==> src/rtl/alu_pkg.sv <==
// Shared definitions for the ALU op sequencer: opcodes, FSM state type and
// the default WAIT-phase timeout derived from the operand width.
package alu_pkg;

  localparam logic [2:0] OP_ADD = 3'b000;
  localparam logic [2:0] OP_SUB = 3'b001;
  localparam logic [2:0] OP_MUL = 3'b010;
  localparam logic [2:0] OP_DIV = 3'b011;
  localparam logic [2:0] OP_AND = 3'b100;
  localparam logic [2:0] OP_OR  = 3'b101;
  localparam logic [2:0] OP_XOR = 3'b110;
  localparam logic [2:0] OP_NOT = 3'b111;

  typedef enum logic [1:0] {
    IDLE   = 2'd0,
    SETTLE = 2'd1,
    WAIT   = 2'd2,
    RESP   = 2'd3
  } seq_state_t;

  function automatic int default_timeout(input int n);
    return 2 * n + 8;
  endfunction

  function automatic logic is_div_by_zero(input logic [2:0] op, input logic is_zero_b);
    return (op == OP_DIV) && is_zero_b;
  endfunction

endpackage

==> src/rtl/alu_op_sequencer_if.sv <==
// Bundle of the command, ALU and response ports of the ALU op sequencer.
// Handshakes: a transfer happens on a rising clk edge where valid && ready;
// the sender holds valid and payload stable until then, ready may toggle freely.
interface alu_op_sequencer_if #(
  parameter int N = 4
);
  logic           cmd_valid;
  logic           cmd_ready;
  logic [2:0]     cmd_op;
  logic [N-1:0]   cmd_a;
  logic [N-1:0]   cmd_b;

  logic [2:0]     alu_op;
  logic [N-1:0]   alu_a;
  logic [N-1:0]   alu_b;
  logic [2*N-1:0] alu_result;
  logic           alu_valid;

  logic           rsp_valid;
  logic           rsp_ready;
  logic [2*N-1:0] rsp_data;
  logic [2:0]     rsp_op;
  logic           rsp_timeout;
  logic           rsp_err;

  // Sequencer side.
  modport slave (
    input  cmd_valid, cmd_op, cmd_a, cmd_b,
    output cmd_ready,
    output alu_op, alu_a, alu_b,
    input  alu_result, alu_valid,
    output rsp_valid, rsp_data, rsp_op, rsp_timeout, rsp_err,
    input  rsp_ready
  );

  // Command source / ALU / response consumer side.
  modport master (
    output cmd_valid, cmd_op, cmd_a, cmd_b,
    input  cmd_ready,
    input  alu_op, alu_a, alu_b,
    output alu_result, alu_valid,
    input  rsp_valid, rsp_data, rsp_op, rsp_timeout, rsp_err,
    output rsp_ready
  );

endinterface

==> src/rtl/alu_seq_timeout_ctr.sv <==
// Clearable up-counter bounding the WAIT phase; tc flags the last allowed
// cycle (count == TIMEOUT-1) and the counter stops there.
module alu_seq_timeout_ctr #(
  parameter int TIMEOUT = 16,
  localparam int W = $clog2(TIMEOUT + 1)
) (
  input  logic clk,
  input  logic rst,
  input  logic clear,
  input  logic en,
  output logic tc
);

  logic [W-1:0] count;

  always_ff @(posedge clk or posedge rst) begin
    if (rst) begin
      count <= '0;
    end else if (clear) begin
      count <= '0;
    end else if (en && !tc) begin
      count <= count + W'(1);
    end
  end

  assign tc = (count == W'(TIMEOUT - 1));

endmodule

==> src/rtl/alu_op_sequencer.sv <==
// Drives one command at a time into the ALU and returns result/timeout/error.
// Optional statistics counters are enabled with ALU_SEQ_STATS_EN.
module alu_op_sequencer
  import alu_pkg::*;
#(
  parameter int N       = 4,
  parameter int TIMEOUT = default_timeout(N)
) (
  input  logic                clk,
  input  logic                rst,
  alu_op_sequencer_if.slave   bus,
  output seq_state_t          state
`ifdef ALU_SEQ_STATS_EN
  ,
  output logic [15:0]         stat_done,
  output logic [15:0]         stat_fault
`endif
);

  logic           cmd_ready_q;
  logic [2:0]     alu_op_q;
  logic [N-1:0]   alu_a_q;
  logic [N-1:0]   alu_b_q;
  logic           rsp_valid_q;
  logic [2*N-1:0] rsp_data_q;
  logic [2:0]     rsp_op_q;
  logic           rsp_timeout_q;
  logic           rsp_err_q;
  logic           tmo_tc;
  logic           tmo_clear;
  logic           tmo_en;
  logic           div_zero;

  assign div_zero  = is_div_by_zero(bus.cmd_op, bus.cmd_b == '0);
  assign tmo_clear = (state == SETTLE);
  assign tmo_en    = (state == WAIT) && !bus.alu_valid;

  alu_seq_timeout_ctr #(
    .TIMEOUT (TIMEOUT)
  ) u_timeout_ctr (
    .clk   (clk),
    .rst   (rst),
    .clear (tmo_clear),
    .en    (tmo_en),
    .tc    (tmo_tc)
  );

  always_ff @(posedge clk or posedge rst) begin
    if (rst) begin
      state         <= IDLE;
      cmd_ready_q   <= 1'b0;
      alu_op_q      <= '0;
      alu_a_q       <= '0;
      alu_b_q       <= '0;
      rsp_valid_q   <= 1'b0;
      rsp_data_q    <= '0;
      rsp_op_q      <= '0;
      rsp_timeout_q <= 1'b0;
      rsp_err_q     <= 1'b0;
    end else begin
      case (state)
        IDLE: begin
          if (bus.cmd_valid && cmd_ready_q) begin
            cmd_ready_q <= 1'b0;
            rsp_op_q    <= bus.cmd_op;
            if (div_zero) begin
              // Rejected before reaching the ALU, so its inputs keep the previous command.
              rsp_valid_q   <= 1'b1;
              rsp_data_q    <= '0;
              rsp_timeout_q <= 1'b0;
              rsp_err_q     <= 1'b1;
              state         <= RESP;
            end else begin
              alu_op_q <= bus.cmd_op;
              alu_a_q  <= bus.cmd_a;
              alu_b_q  <= bus.cmd_b;
              state    <= SETTLE;
            end
          end else begin
            cmd_ready_q <= 1'b1;
          end
        end
        SETTLE: begin
          // alu_valid here still reflects the previous operation.
          state <= WAIT;
        end
        WAIT: begin
          if (bus.alu_valid) begin
            rsp_valid_q   <= 1'b1;
            rsp_data_q    <= bus.alu_result;
            rsp_timeout_q <= 1'b0;
            rsp_err_q     <= 1'b0;
            state         <= RESP;
          end else if (tmo_tc) begin
            rsp_valid_q   <= 1'b1;
            rsp_data_q    <= '0;
            rsp_timeout_q <= 1'b1;
            rsp_err_q     <= 1'b0;
            state         <= RESP;
          end
        end
        RESP: begin
          if (bus.rsp_ready) begin
            rsp_valid_q <= 1'b0;
            cmd_ready_q <= 1'b1;
            state       <= IDLE;
          end
        end
        default: state <= IDLE;
      endcase
    end
  end

  assign bus.cmd_ready   = cmd_ready_q;
  assign bus.alu_op      = alu_op_q;
  assign bus.alu_a       = alu_a_q;
  assign bus.alu_b       = alu_b_q;
  assign bus.rsp_valid   = rsp_valid_q;
  assign bus.rsp_data    = rsp_data_q;
  assign bus.rsp_op      = rsp_op_q;
  assign bus.rsp_timeout = rsp_timeout_q;
  assign bus.rsp_err     = rsp_err_q;

`ifdef ALU_SEQ_STATS_EN
  logic rsp_fire;
  assign rsp_fire = rsp_valid_q && bus.rsp_ready;

  always_ff @(posedge clk or posedge rst) begin
    if (rst) begin
      stat_done  <= '0;
      stat_fault <= '0;
    end else if (rsp_fire) begin
      if (rsp_timeout_q || rsp_err_q) begin
        if (stat_fault != 16'hFFFF) stat_fault <= stat_fault + 16'd1;
      end else begin
        if (stat_done != 16'hFFFF) stat_done <= stat_done + 16'd1;
      end
    end
  end
`endif

endmodule

==> src/flat_wrapper.sv <==
// flat-port wrapper written by rule: the top's interface ports become plain ports
module alu_op_sequencer_flat import alu_pkg::*;
#(
  parameter int N       = 4,
  parameter int TIMEOUT = default_timeout(N)
)
  (clk, rst, state, bus_cmd_valid, bus_cmd_op, bus_cmd_a, bus_cmd_b, bus_cmd_ready, bus_alu_op, bus_alu_a, bus_alu_b, bus_alu_result, bus_alu_valid, bus_rsp_valid, bus_rsp_data, bus_rsp_op, bus_rsp_timeout, bus_rsp_err, bus_rsp_ready);
  alu_op_sequencer_if #(.N(N)) bus_i ();
  input  logic clk;
  input  logic rst;
  output seq_state_t state;
  input wire logic [$bits(bus_i.cmd_valid)-1:0] bus_cmd_valid;
  input wire logic [$bits(bus_i.cmd_op)-1:0] bus_cmd_op;
  input wire logic [$bits(bus_i.cmd_a)-1:0] bus_cmd_a;
  input wire logic [$bits(bus_i.cmd_b)-1:0] bus_cmd_b;
  output wire logic [$bits(bus_i.cmd_ready)-1:0] bus_cmd_ready;
  output wire logic [$bits(bus_i.alu_op)-1:0] bus_alu_op;
  output wire logic [$bits(bus_i.alu_a)-1:0] bus_alu_a;
  output wire logic [$bits(bus_i.alu_b)-1:0] bus_alu_b;
  input wire logic [$bits(bus_i.alu_result)-1:0] bus_alu_result;
  input wire logic [$bits(bus_i.alu_valid)-1:0] bus_alu_valid;
  output wire logic [$bits(bus_i.rsp_valid)-1:0] bus_rsp_valid;
  output wire logic [$bits(bus_i.rsp_data)-1:0] bus_rsp_data;
  output wire logic [$bits(bus_i.rsp_op)-1:0] bus_rsp_op;
  output wire logic [$bits(bus_i.rsp_timeout)-1:0] bus_rsp_timeout;
  output wire logic [$bits(bus_i.rsp_err)-1:0] bus_rsp_err;
  input wire logic [$bits(bus_i.rsp_ready)-1:0] bus_rsp_ready;
  assign bus_i.cmd_valid = bus_cmd_valid;
  assign bus_i.cmd_op = bus_cmd_op;
  assign bus_i.cmd_a = bus_cmd_a;
  assign bus_i.cmd_b = bus_cmd_b;
  assign bus_cmd_ready = bus_i.cmd_ready;
  assign bus_alu_op = bus_i.alu_op;
  assign bus_alu_a = bus_i.alu_a;
  assign bus_alu_b = bus_i.alu_b;
  assign bus_i.alu_result = bus_alu_result;
  assign bus_i.alu_valid = bus_alu_valid;
  assign bus_rsp_valid = bus_i.rsp_valid;
  assign bus_rsp_data = bus_i.rsp_data;
  assign bus_rsp_op = bus_i.rsp_op;
  assign bus_rsp_timeout = bus_i.rsp_timeout;
  assign bus_rsp_err = bus_i.rsp_err;
  assign bus_i.rsp_ready = bus_rsp_ready;
  alu_op_sequencer #(.N(N), .TIMEOUT(TIMEOUT)) u_core (.clk(clk), .rst(rst), .bus(bus_i), .state(state));
endmodule
==> config.mk <==
export PLATFORM = sky130hd
export DESIGN_NAME = alu_op_sequencer_flat
export DESIGN_NICKNAME = d
export VERILOG_FILES = /design/src/rtl/alu_pkg.sv /design/src/rtl/alu_op_sequencer_if.sv /design/src/rtl/alu_seq_timeout_ctr.sv /design/src/rtl/alu_op_sequencer.sv /design/src/flat_wrapper.sv
export SDC_FILE = /design/constraint.sdc
export NUM_CORES = 1
export LEC_CHECK = 0
export CAP_MARGIN = 5
export CORE_AREA = 2 2 61 63
export DETAILED_ROUTE_END_ITERATION = 10
export DIE_AREA = 0 0 63 65
export GPL_TIMING_DRIVEN = 0
export PLACE_DENSITY = 0.87
export SLEW_MARGIN = 20
export SYNTH_ARGS = -nofsm -noshare
export SYNTH_HDL_FRONTEND = slang
export SYNTH_SLANG_ARGS = --single-unit
==> constraint.sdc <==
create_clock -name clk -period 5.52 [get_ports clk]
set_input_delay 1.104 -clock clk [delete_from_list [all_inputs] [get_ports clk]]
set_output_delay 1.104 -clock clk [all_outputs]
set_load 0.005 [all_outputs]
==> results of run 1 <==
area by class of cell:
| class | count | area [sq um] |
|---|---|---|
| clock inverter | 1 | 30.0 |
| fill | 291 | 1270 |
| clock buffer | 7 | 55.1 |
| inverter | 11 | 41.3 |
| tap | 48 | 60.1 |
| buffer | 4 | 22.5 |
| timing repair buffer | 51 | 510 |
| multi-input combinational | 80 | 676 |
| sequential | 33 | 826 |
cell families (layout without fill, tap and decap cells):
kind of cell    Yosys count  after routing  synth area share (%)
fa+ha+maj                 7              7                  5.60
mux                      22             22                  15.7
buf+inv                  15             74                  4.08
flops                    33             33                  52.8
xor+xnor                  3              3                  1.68
simple gates             31             31                  12.4
compound gates           17             17                  7.84
Yosys cell counts, drive strengths merged:
cell type   n
mux2       20
nand3b      1
inv        11
nand2b      1
xor2        2
a21oi       3
or4b        1
clkbuf      2
nor2        8
buf         2
o2bb2ai     1
nor4b       1
o21a        1
a2bb2oi     1
xnor2       1
and3        9
a31oi       1
nand2       5
o221ai      1
a2111oi     1
mux2i       2
nand4       2
o22ai       1
nand3       2
nor3b       1
a211oi      1
o21ai       5
a21o        1
ha          7
dfrtp      33
registers in the layout, indices dropped and copies added (netlist names):
name	flops
u_core.bus.rsp_data	8
u_core.bus.rsp_op	3
u_core.bus.alu_b	4
u_core.bus.alu_a	4
u_core.u_timeout_ctr.count	5
u_core.bus.rsp_valid	1
u_core.bus.rsp_timeout	1
u_core.bus.alu_op	3
u_core.bus.rsp_err	1
u_core.bus.cmd_ready	1
u_core.state	2
power breakdown:
part / leakage, uW / switching (uW) / internal [uW]
Sequential: 0.000417 / 63.8 / 346
Combinational: 0.000561 / 196 / 318
Clock: 0.0000455 / 81.3 / 108
critical path, stage by stage:
cell	delay (ns)
clkdlybuf4s50_1	0.49
nand3_1	0.22
a31oi_1	0.40
buf_4	0.26
mux2_2	0.35
cell usage in the layout (no fill, tap or decap), types with 2 or more instances in the layout:
| cell type | n |
|---|---|
| a21oi_1 | 2 |
| and3_1 | 9 |
| buf_4 | 2 |
| clkbuf_1 | 3 |
| clkbuf_4 | 5 |
| clkdlybuf4s50_1 | 51 |
| dfrtp_1 | 33 |
| ha_1 | 7 |
| inv_1 | 10 |
| mux2_2 | 20 |
| mux2i_1 | 2 |
| nand2_1 | 5 |
| nand3_1 | 2 |
| nor2_1 | 8 |
| o21ai_0 | 5 |
| xor2_1 | 2 |
layer usage:
metal	global-route usage, %	share of wire (%)
met1	21.2	41
met2	31.4	51
met3	5.90	6.0
met4	6.94	1.4
met5	0	0
stage by stage:
stage | cell area [sq um] | hold slack (ns) | setup WS [ns] | cells | power (uW)
global placement | 2140 | 0.462 | 2.59 | 227 | 906
CTS | 2220 | 0.506 | 2.92 | 235 | 1120
detailed placement | 2140 | 0.482 | 2.57 | 227 | 935
global route | 2220 | 0.535 | 2.85 | 235 | 1190
finish | 2220 | 0.499 | 2.92 | 235 | 1110
floorplan | 1570 | 0.470 | 3.21 | 128 | 662
worst min path at each step:
stage | startpoint | to | slack, ns | depth (start not counted)
finish | u_core.bus.rsp_op[2] | u_core.bus.rsp_op[2] | 0.50 | 2
global route | u_core.bus.rsp_op[2] | u_core.bus.rsp_op[2] | 0.54 | 2
CTS | u_core.bus.rsp_op[2] | u_core.bus.rsp_op[2] | 0.51 | 2
detailed placement | u_core.bus.rsp_op[2] | u_core.bus.rsp_op[2] | 0.48 | 2
global placement | u_core.bus.rsp_op[2] | u_core.bus.rsp_op[2] | 0.46 | 2
floorplan | u_core.bus.rsp_op[2] | u_core.bus.rsp_op[2] | 0.47 | 2
==> flow_metrics.tcl, run 1 <==
set metrics [dict create \
    clock_sinks 33 \
    antennaDiodeCount 0 \
    peakVddDrop_mv 0.243 \
    cts_hold_buffers 0 \
    num_rows 22 \
    rsz0062_at_grt "no" \
    routed_wl_microns 3340 \
    areaGrowthSynthToFinish_pct 41.9 \
    worstSetupEndpointType "flop" \
    worst-slew-pin-transition_ns 0.673 \
    ys_types 32 \
    drv_slew 0 \
    syn-num-nets 159 \
    crit_path_start_kind "input pin" \
    num_vias 1186 \
    r2r_slack_ns 3.29 \
    yosysWarnings 0 \
    leakage_uw 0.00102 \
    crit_end "u_core.bus.alu_op[0]" \
    yosysSeqAreaShare_pct 52.8 \
    fmax_mhz 384 \
    initial_core_util_pct 44.8 \
    r2r_start "u_core.state[0]" \
    cts_root_buffer "clkbuf_4" \
    netlist_top_cells_area "dfrtp_1 (53%), mux2_2 (14%), ha_1 (5.6%)" \
    cts_buffers 5 \
    postCtsSetupRepairBufs 0 \
    period_share_pct 47.2 \
    drt-wirelength-per-cell_microns 14.2 \
    dp_hpwl_microns 2580 \
    grt_max_degree 34 \
    reg2reg_to "u_core.bus.alu_op[0]" \
    die_w_microns 63 \
    port_buffers 51 \
    insertion_delay_ns 0.34 \
    core_area_sq_um 3500 \
    cts_tree "built" \
    die_h_microns 65 \
    ios 52 \
    grtUsageTotal_pct 18.2 \
    cts-resized-gates 0 \
    status "finished clean" \
    path_class "in -> reg" \
    vias_per_cell 5.05 \
    layout.nets 217 \
    powerDensity_nw_per_um2 501 \
    avgSynthCellArea_sq_um 12.2 \
    yosysTopAreaCellShare_pct 52.8 \
    drive_above_1_share_pct 18.7 \
    post-route-drc-count 0 \
    cp.required_ns 5.75 \
    drt-initial-drc-count 32 \
    post-route-util_pct 63.5 \
    finalCriticalPeriod_ns 2.60 \
    grt_pass1_vias 1259 \
    antenna_found_initial 0 \
    arrival_ns 2.83 \
    antenna_left 0 \
    hold_violations 0 \
    die-area_sq_um 4100 \
    crit_path_start "bus_cmd_valid" \
    drt_pass1_iterations 4 \
    netlist_instances 128 \
    clockBufferDepth 2 \
    yosys.area.top_type "dfrtp_1" \
    setup_viol 0 \
    grt-ovfl-total 0 \
    fin_worst_skew_ns 0.0128 \
    ys_seq_elements 33 \
    grt_pass1_wl_microns 5800 \
    setup_tns_ns 0 \
    hp-class "reg -> reg" \
    gp_congestion 0.718 \
    crit_fanout 10 \
    worst_r2r_path_depth 7 \
    clk_pin_slew_ns 0.10 \
    synthesis.area_sq_um 1570 \
    slew_headroom_pct 55.0 \
    htreeDepth 2 \
    drv.max_cap_violation_count 0 \
]
Note: power is estimated with default switching activity, not from simulation.
==> run 2: changes to the inputs <==
Settings changed: CORE_AREA 2 2 61 63 to 2 2 65 67, DIE_AREA 0 0 63 65 to 0 0 67 69, PLACE_DENSITY 0.87 to 0.81.
Clock period 5.52 ns to 2.2 ns, I/O delays scaled along.
==> flow_metrics.tcl, run 2 (same netlist as run 1, synthesis figures left out) <==
set metrics [dict create \
    status "finished clean" \
    drt_pass1_iterations 4 \
    num_vias 1162 \
    port_buffers 51 \
    gp_congestion 0.725 \
    peakVddDrop_mv 0.428 \
    arrival_ns 2.25 \
    fmax_mhz 480 \
    crit_fanout 9 \
    hp-class "reg -> reg" \
    fillers 375 \
    num_rows 23 \
    drt-wirelength-per-cell_microns 14.1 \
    drt-initial-drc-count 42 \
    grt_max_degree 34 \
    drv_slew 0 \
    cts_tree "built" \
    grt_pass1_wl_microns 5440 \
    dp_hpwl_microns 2450 \
    p_total_uw 2780 \
    finalCriticalPeriod_ns 2.08 \
    switching_share_pct 31.8 \
    grt_pass1_vias 1088 \
    hold_violations 0 \
    insertion_delay_ns 0.29 \
    cts_buffers 5 \
    layout.nets 217 \
    drv.max_cap_violation_count 0 \
    die_w_microns 67 \
    areaGrowthSynthToFinish_pct 43.8 \
    p_seq_share_pct 36.7 \
    antenna_found_initial 0 \
    cts_hold_buffers 0 \
    post-route-drc-count 0 \
    final_common_cell "clkdlybuf4s50_1" \
    drive_above_1_share_pct 20.3 \
    die_h_microns 69 \
    vias_per_cell 4.90 \
    leakage_uw 0.00102 \
    die-area_sq_um 4620 \
    period_share_pct 94.7 \
    clockBufferDepth 2 \
    clk_pin_slew_ns 0.07 \
    core_area_sq_um 3910 \
    powerDensity_nw_per_um2 1230 \
    path_delay_family "simple AND/OR/NAND/NOR gates" \
    internal_power_uw 1900 \
    combPwrFrac_pct 47.4 \
    grt-ovfl-total 0 \
    grtUsageTotal_pct 15.8 \
    rsz0062_at_grt "no" \
    clkPwrFrac_pct 15.9 \
    htreeDepth 2 \
    crit_path_start_kind "input pin" \
    antenna_left 0 \
    setup_tns_ns 0 \
    setup_viol 0 \
    path_class "in -> reg" \
    initial_core_util_pct 40.0 \
    p_sw_uw 883 \
    ios 52 \
    critPathBufInv 1 \
    antennaDiodeCount 0 \
    critical_path.cell_chain "clkdlybuf4s50_1 > nor4b_4 > nand4_2 > a21oi_4 > mux2_2" \
    clock_sinks 33 \
    slowest_delay_ns 0.46 \
    holdWs_ns 0.474 \
    final_cell_mix "clkdlybuf4s50_1 (51), dfrtp_1 (33), mux2_2 (20)" \
    fin_worst_skew_ns 0.00885 \
    largest_reg_flops 8 \
    cts_root_buffer "clkbuf_8" \
    worst-slew-pin-transition_ns 0.674 \
    slew_headroom_pct 55.0 \
    cp_slowest_cell "clkdlybuf4s50_1" \
    worstSetupEndpointType "flop" \
    routed_wl_microns 3350 \
    cp.required_ns 2.37 \
]
[run 2: changes by cell type in the layout (fill, tap and decap cells not counted)]
cell        before  now
nor3b_2          1    0
clkinvlp_4       0    1
bufinv_16        1    0
nand3_1          2    1
a31oi_1          1    0
clkinv_2         0    2
clkbuf_8         1    5
clkbuf_1         3    2
nand3_2          0    1
a31oi_4          0    1
clkbuf_4         5    0
nor3b_4          0    1
[run 2: repair_timing]
action | CTS | global route
setup endpoints to repair | 7 | 18
hold endpoints to repair | 0 | 0
gates resized for setup | 1 | 3
setup buffers | 0 | 0
[run 2: per-layer routing]
metal  part of all wire [%]  wire, microns  vias to the layer above  GRT usage, %
met3                    4.6            154                        5          4.40
met4                    1.7             57                        0          6.80
met1                     43           1460                      565          19.8
met5                      0              0                        -             0
met2                     50           1680                       29          25.0
li1                       -              -                      563             -
[run 2: tightest hold or removal path, cell delays in order (launching register included)]
cell and delay (ns):
dfrtp_1 0.34, nand2_1 0.05, nand2_1 0.05
[run 2: through the flow]
stage | worst slack (ns) | util (%) | instance area (sq um) | instances
after CTS | 0.0246 | 57.0 | 2230 | 237
after floorplan | 0.227 | - | 1570 | 128
after detailed placement | -0.111 | 54.6 | 2140 | 229
final | 0.116 | 57.5 | 2250 | 237
after global placement | -0.0850 | 54.6 | 2140 | 229
after global routing | 0.0198 | 57.5 | 2250 | 237
[run 2: power by group through the flow]
stage | logic [uW] | clock network [uW] | registers, uW
6_report | 1320 | 440 | 1020
3_3_place_gp | 1280 | 0 | 1020
4_1_cts | 1320 | 453 | 1020
5_1_grt | 1450 | 479 | 1060
3_5_place_dp | 1310 | 0 | 1030
2_1_floorplan | 621 | 0 | 1040
[run 2: final timing paths]
kind	start	to	slack (ns)	cells after the start
min reg2reg	u_core.bus.rsp_op[2]	u_core.bus.rsp_op[2]	0.47	2
min in group asynchronous	rst	u_core.bus.alu_a[3]	0.56	2
max reg2reg	u_core.u_timeout_ctr.count[0]	u_core.state[1]	0.12	7
max in group asynchronous	rst	u_core.u_timeout_ctr.count[2]	1.18	2
max	bus_cmd_b[0]	u_core.bus.rsp_data[3]	0.12	5
min	u_core.bus.rsp_op[2]	u_core.bus.rsp_op[2]	0.47	2
[run 2: layout make-up]
cell class	count	area [sq um]	share of cell area (%)
Sequential cell	33	826	36.7
Multi-Input combinational cell	80	702	31.2
Clock inverter	3	17.5	0.778
Tap cell	50	62.6	2.78
Buffer	4	22.5	1.00
Clock buffer	5	68.8	3.06
Timing Repair Buffer	51	510	22.7
Inverter	11	41.3	1.83
==> run 3: changes to the inputs <==
Settings changed: CTS_CLUSTER_SIZE set to 24.
==> results of run 3 <==
Final layout, timing and power as in run 2 (identical DEF).
